==> config.mk <==
export PLATFORM = sky130hd
export DESIGN_NAME = frame_buffer_arbiter_flat
export DESIGN_NICKNAME = d
export VERILOG_FILES = /design/src/rtl/frame_buffer_arbiter_if.sv /design/src/rtl/frame_buffer_arbiter.sv /design/src/flat_wrapper.sv
export SDC_FILE = /design/constraint.sdc
export NUM_CORES = 1
export LEC_CHECK = 0
export ABC_CLOCK_PERIOD_IN_PS = 2800
export CORE_MARGIN = 5
export CORE_UTILIZATION = 42
export CTS_BUF_LIST = sky130_fd_sc_hd__clkbuf_8
export CTS_CLUSTER_SIZE = 40
export DETAILED_ROUTE_END_ITERATION = 10
export GPL_TIMING_DRIVEN = 0
export PLACE_DENSITY = 0.92
export SYNTH_ARGS = -nofsm -noshare
export SYNTH_HDL_FRONTEND = slang
export SYNTH_SLANG_ARGS = --single-unit
export TNS_END_PERCENT = 10
==> constraint.sdc <==
create_clock -name clk -period 2.8 [get_ports clk]
set_input_delay 0.84 -clock clk [delete_from_list [all_inputs] [get_ports clk]]
set_output_delay 0.84 -clock clk [all_outputs]
set_load 0.005 [all_outputs]
==> src/rtl/frame_buffer_arbiter_if.sv <==
// Frame buffer arbiter bus: display/host requests and the memory command port.
// master = requester/memory side, slave = arbiter.
interface frame_buffer_arbiter_if #(
  parameter int ADDRESS_WIDTH = 25
);
  logic                     rd_req;
  logic [ADDRESS_WIDTH-1:0] rd_addr;
  logic                     rd_grant;
  logic                     wr_req;
  logic [ADDRESS_WIDTH-1:0] wr_addr;
  logic [7:0]               wr_data;
  logic                     wr_grant;
  logic                     mem_valid;
  logic                     mem_wr;
  logic [ADDRESS_WIDTH-1:0] mem_addr;
  logic [7:0]               mem_wdata;
  logic                     mem_full;

  modport master (
    output rd_req, rd_addr, wr_req, wr_addr, wr_data, mem_full,
    input  rd_grant, wr_grant, mem_valid, mem_wr, mem_addr, mem_wdata
  );

  modport slave (
    input  rd_req, rd_addr, wr_req, wr_addr, wr_data, mem_full,
    output rd_grant, wr_grant, mem_valid, mem_wr, mem_addr, mem_wdata
  );
endinterface

==> src/rtl/frame_buffer_arbiter.sv <==
// Read/write arbiter for the frame buffer with write-starvation guard
// and frame-synchronous double-buffer swap.
module frame_buffer_arbiter #(
  parameter int ADDRESS_WIDTH   = 25,
  parameter int MAX_READ_STREAK = 16
) (
  input  logic                  clk,
  input  logic                  reset_n,
  frame_buffer_arbiter_if.slave bus,
  input  logic                  frame_done,
  input  logic                  swap_req,
  output logic                  frame_buffer_select,
  output logic                  swap_ack
);

  localparam int SW = $clog2(MAX_READ_STREAK + 1);
  localparam logic [SW-1:0] STREAK_MAX = SW'(MAX_READ_STREAK);

  typedef enum logic [1:0] {
    IDLE,
    READ,
    WRITE
  } state_t;

  state_t          state_q;
  state_t          state_d;
  logic [SW-1:0]   streak_q;
  logic            swap_pending_q;
  logic            can_grant;
  logic            wr_allowed;
  logic            starve;
  logic            rd_win;
  logic            wr_win;
  logic            do_swap;

  // Arbitration: reads first, unless the write has waited a full streak.
  always_comb begin
    can_grant  = reset_n && !bus.mem_full;
    wr_allowed = bus.wr_req && !swap_pending_q;
    starve     = (streak_q == STREAK_MAX) && wr_allowed;
    rd_win     = can_grant && bus.rd_req && !starve;
    wr_win     = can_grant && wr_allowed && (starve || !bus.rd_req);
  end

  // The state register doubles as the registered command strobe.
  always_ff @(posedge clk or negedge reset_n) begin
    if (!reset_n) begin
      state_q <= IDLE;
    end else begin
      state_q <= state_d;
    end
  end

  always_comb begin
    state_d = IDLE;
    unique case (1'b1)
      rd_win:  state_d = READ;
      wr_win:  state_d = WRITE;
      default: state_d = IDLE;
    endcase
  end

  always_comb begin
    bus.rd_grant  = rd_win;
    bus.wr_grant  = wr_win;
    bus.mem_valid = (state_q != IDLE);
    bus.mem_wr    = (state_q == WRITE);
  end

  always_ff @(posedge clk or negedge reset_n) begin
    if (!reset_n) begin
      bus.mem_addr  <= '0;
      bus.mem_wdata <= '0;
    end else if (rd_win) begin
      bus.mem_addr  <= bus.rd_addr;
      bus.mem_wdata <= '0;
    end else if (wr_win) begin
      bus.mem_addr  <= bus.wr_addr;
      bus.mem_wdata <= bus.wr_data;
    end
  end

  always_ff @(posedge clk or negedge reset_n) begin
    if (!reset_n) begin
      streak_q <= '0;
    end else if (rd_win) begin
      streak_q <= (streak_q == STREAK_MAX) ? streak_q : streak_q + 1'b1;
    end else begin
      streak_q <= '0;
    end
  end

  // A swap requested in the frame_done cycle itself completes at once.
  assign do_swap = frame_done && (swap_pending_q || swap_req);

  always_ff @(posedge clk or negedge reset_n) begin
    if (!reset_n) begin
      swap_pending_q      <= 1'b0;
      frame_buffer_select <= 1'b0;
      swap_ack            <= 1'b0;
    end else begin
      swap_ack <= do_swap;
      if (do_swap) begin
        frame_buffer_select <= ~frame_buffer_select;
        swap_pending_q      <= 1'b0;
      end else if (swap_req) begin
        swap_pending_q <= 1'b1;
      end
    end
  end

endmodule

==> src/flat_wrapper.sv <==
// flat-port wrapper written by rule: the top's interface ports become plain ports
module frame_buffer_arbiter_flat 
#(
  parameter int ADDRESS_WIDTH   = 25,
  parameter int MAX_READ_STREAK = 16
)
  (clk, reset_n, frame_done, swap_req, frame_buffer_select, swap_ack, bus_rd_req, bus_rd_addr, bus_wr_req, bus_wr_addr, bus_wr_data, bus_mem_full, bus_rd_grant, bus_wr_grant, bus_mem_valid, bus_mem_wr, bus_mem_addr, bus_mem_wdata);
  frame_buffer_arbiter_if #(.ADDRESS_WIDTH(ADDRESS_WIDTH)) bus_i ();
  input  logic clk;
  input  logic reset_n;
  input  logic frame_done;
  input  logic swap_req;
  output logic frame_buffer_select;
  output logic swap_ack;
  input wire logic [$bits(bus_i.rd_req)-1:0] bus_rd_req;
  input wire logic [$bits(bus_i.rd_addr)-1:0] bus_rd_addr;
  input wire logic [$bits(bus_i.wr_req)-1:0] bus_wr_req;
  input wire logic [$bits(bus_i.wr_addr)-1:0] bus_wr_addr;
  input wire logic [$bits(bus_i.wr_data)-1:0] bus_wr_data;
  input wire logic [$bits(bus_i.mem_full)-1:0] bus_mem_full;
  output wire logic [$bits(bus_i.rd_grant)-1:0] bus_rd_grant;
  output wire logic [$bits(bus_i.wr_grant)-1:0] bus_wr_grant;
  output wire logic [$bits(bus_i.mem_valid)-1:0] bus_mem_valid;
  output wire logic [$bits(bus_i.mem_wr)-1:0] bus_mem_wr;
  output wire logic [$bits(bus_i.mem_addr)-1:0] bus_mem_addr;
  output wire logic [$bits(bus_i.mem_wdata)-1:0] bus_mem_wdata;
  assign bus_i.rd_req = bus_rd_req;
  assign bus_i.rd_addr = bus_rd_addr;
  assign bus_i.wr_req = bus_wr_req;
  assign bus_i.wr_addr = bus_wr_addr;
  assign bus_i.wr_data = bus_wr_data;
  assign bus_i.mem_full = bus_mem_full;
  assign bus_rd_grant = bus_i.rd_grant;
  assign bus_wr_grant = bus_i.wr_grant;
  assign bus_mem_valid = bus_i.mem_valid;
  assign bus_mem_wr = bus_i.mem_wr;
  assign bus_mem_addr = bus_i.mem_addr;
  assign bus_mem_wdata = bus_i.mem_wdata;
  frame_buffer_arbiter #(.ADDRESS_WIDTH(ADDRESS_WIDTH), .MAX_READ_STREAK(MAX_READ_STREAK)) u_core (.clk(clk), .reset_n(reset_n), .bus(bus_i), .frame_done(frame_done), .swap_req(swap_req), .frame_buffer_select(frame_buffer_select), .swap_ack(swap_ack));
endmodule
==> impl_metrics.yaml <==
run_status:
  status: "completed"
layout:
  design.final.nets: 361
  mostFrequentLayoutCell: "sky130_fd_sc_hd__clkdlybuf4s50_1"
  area.growth.synth_to_final_pct: 70.05
  fill_cells: 330
  antenna_cells: 0
  drive_above_1_share_pct: 9.831
  layout_common_cells: "sky130_fd_sc_hd__clkdlybuf4s50_1 (98), sky130_fd_sc_hd__dfrtp_1 (43), sky130_fd_sc_hd__inv_1 (25)"
  postLayoutCellArea_um2: 3147
  instances_no_fill: 347
place:
  place_inst: 333
  post-place-ws_ns: -0.6798
  final_gp_congestion: 0.7604
  placement.cell_area_um2: 2962
  buffer_ports.inserted: 103
  final_hpwl_dp_um: 4373
timing:
  fin_tns_setup_ns: 0
  hold_viol_final: 0
  hold_slack_ns: 0.4105
  worst-slew-pin-transition_ns: 0.4926
  timing.slew.headroom_pct: 67.16
  fin_ws_ns: 0.04478
  finalWorstPathRequiredPeriod_ns: 2.755
  finalMaxSlewViolations: 0
  fin_crit_sh_pct: 98.40
  finalSetupViolations: 0
  finalClockSkew_ns: 0.003003
  setup_repair_after_global_routing_missed_its_margin: "no"
  clock.fmax_mhz: 362.9
grt:
  grt_antenna_before_repair: 0
  grt_pass1_wl_um: 9149
  grt_max_degree: 20
  gr-total-overflow: 0
  track_usage_pct: 19.62
  vias_in_the_first_global_route: 1852
floorplanning:
  design.core.area_um2: 4324
  die_w_um: 76.38
  rows: 24
  die_area_um2: 5833
  die_y_um: 76.38
  num_io_pins: 104
  starting_density_of_the_core_pct: 42.80
logic_synthesis:
  post_synth_xor_area_fraction_pct: 1.893
  synth-simple-area-share_pct: 12.10
  synth.cell_area_um2: 1851
  synthAdderAreaFrac_pct: 1.352
  synth_fp_nets: 244
  synth.yosys.seq_area_share_pct: 58.15
  synth-compound-area-share_pct: 18.26
  muxShareOfSynthArea_pct: 0
  synth_top_family_by_area: "compound AO/OA/AOI/OAI gates"
  synthDistinctLibCells: 25
  synth-seq-cells: 43
  syn_area_cell_um2: 10.45
  yosys_warnings: 0
  gate_count_post_synth: 177
clock_network:
  cts.root.buffer_cell: "sky130_fd_sc_hd__clkbuf_8"
  clock_sink_count: 43
  cts_hold_buffers: 0
  ctsLongestPathBuffers: 2
  cts_buffers: 5
  cts_tree: "done"
  htree_num_levels: 2
  path_clk_slew_ns: 0.08
  latest_clock_arrival_within_the_worst_skew_pair_ns: 0.28
detailed_routing:
  avgRoutedWirePerCell_um: 16.75
  route.detailed.drc: 0
  drt_iter0_markers: 126
  route.vias.total: 1810
  post_drt_via_cell_ratio: 5.216
  first_pass_iters: 5
  postRouteAntennaNets: 0
  routed_wirelength_um: 5812
power:
  p_leak_nw: 1.490
  power.ir.vdd_worst_v: 0.0003828
  power.density_nw_per_um2: 499.3
setup_path:
  crit_required_ns: 1.96
  setup.worst_path.end_class: "output pin"
  critPathLaunchType: "input port"
  rr_worst_depth: 9
  timing.rr.start: "u_core.streak_q[0]"
  criticalPathCategory: "in2out"
  worstPathMaxFanout: 2
  critical_path_arrival_ns: 1.92
  crit_start: "bus_mem_full"
flow_run:
  max_cap_violations: 0
min_path:
  hold_path.class: "in2async"
## critical path, stage by stage
cell,delay [ns]
sky130_fd_sc_hd__clkdlybuf4s50_1,0.42
sky130_fd_sc_hd__nand2b_4,0.16
sky130_fd_sc_hd__a211oi_4,0.25
sky130_fd_sc_hd__buf_6,0.14
sky130_fd_sc_hd__buf_2,0.11
## logic make-up after synthesis
logic type	count (synthesis)
buffers and inverters	34
flip-flops	43
adder cells (fa/ha/maj)	2
XOR/XNOR	4
AND/OR/NAND/NOR	49
AO/OA/AOI/OAI	45
## synth_stat cells (all sizes together)
library cell	number	share of area [%]
a211oi	2	0.81
a21o	2	1.2
a21oi	22	6.0
a222oi	19	10
and4bb	1	0.68
buf	6	2.4
clkbuf	4	0.81
dfrtp	43	58
ha	2	1.4
inv	24	5.0
nand2	24	4.9
nand2b	2	0.68
nand3	2	0.54
nand3b	1	0.41
nand4bb	1	0.61
nor2	12	2.4
nor2b	3	1.0
nor3	2	0.54
or2	1	0.34
xnor2	1	0.47
xor2	3	1.4
## layout make-up
type / instances / area (µm²) / share of cell area [%]
buffer: 9 / 58.81 / 1.869
inverter: 24 / 97.59 / 3.101
clock buffer: 5 / 68.82 / 2.187
sequential: 43 / 1076 / 34.19
tap: 52 / 65.06 / 2.068
timing repair buffer: 111 / 1114 / 35.39
clock inverter: 3 / 12.51 / 0.3976
multi-input combinational: 100 / 654.4 / 20.80
## final timing paths
kind / end / slack (ns)
setup / recovery: bus_wr_grant / 0.04
hold reg to reg: u_core.frame_buffer_select / 0.49
max in group asynchronous: u_core.streak_q[0] / 1.91
min in group clk: u_core.frame_buffer_select / 0.49
setup reg to reg: u_core.bus.mem_addr[17] / 0.62
hold / removal: u_core.bus.mem_wdata[0] / 0.41
## report_power, final
group	switching, mW	internal, mW	total [mW]
registers	0.0500	0.709	0.759
clock network	0.193	0.168	0.360
logic	0.156	0.296	0.452
total	0.399	1.17	1.57
## per-layer routing
| metal | share of wire (%) | GRT usage [%] | vias up | routed length (µm) |
|---|---|---|---|---|
| met5 | 0 | 0 | - | 0 |
| met4 | 1.7 | 5.420 | 0 | 97 |
| met3 | 7.2 | 5.910 | 8 | 420 |
| met2 | 53 | 36.13 | 82 | 3090 |
| met1 | 38 | 21.60 | 870 | 2203 |
| li1 | - | - | 850 | - |
## flip-flops by register name (all words and copies together) (netlist names)
name	count
u_core.bus.mem_addr	25
u_core.state_q	2
u_core.frame_buffer_select	1
u_core.streak_q	5
u_core.swap_pending_q	1
u_core.bus.mem_wdata	8
u_core.swap_ack	1
## stage by stage
step / power, mW / util [%]
3_5_place_dp: 1.211 / 68.49
6_report: 1.571 / 72.77
3_3_place_gp: 1.190 / 68.14
4_1_cts: 1.586 / 72.63
2_1_floorplan: 0.8877 / -
5_1_grt: 1.653 / 72.77
## repair_timing
action | CTS | global route
pin swaps | 1 | 0
setup endpoints to repair | 2 | 2
gates cloned | 1 | 0
buffers inserted | 6 | 0
gates resized for setup | 15 | 4
No activity file was read; power rests on OpenSTA's default activity.
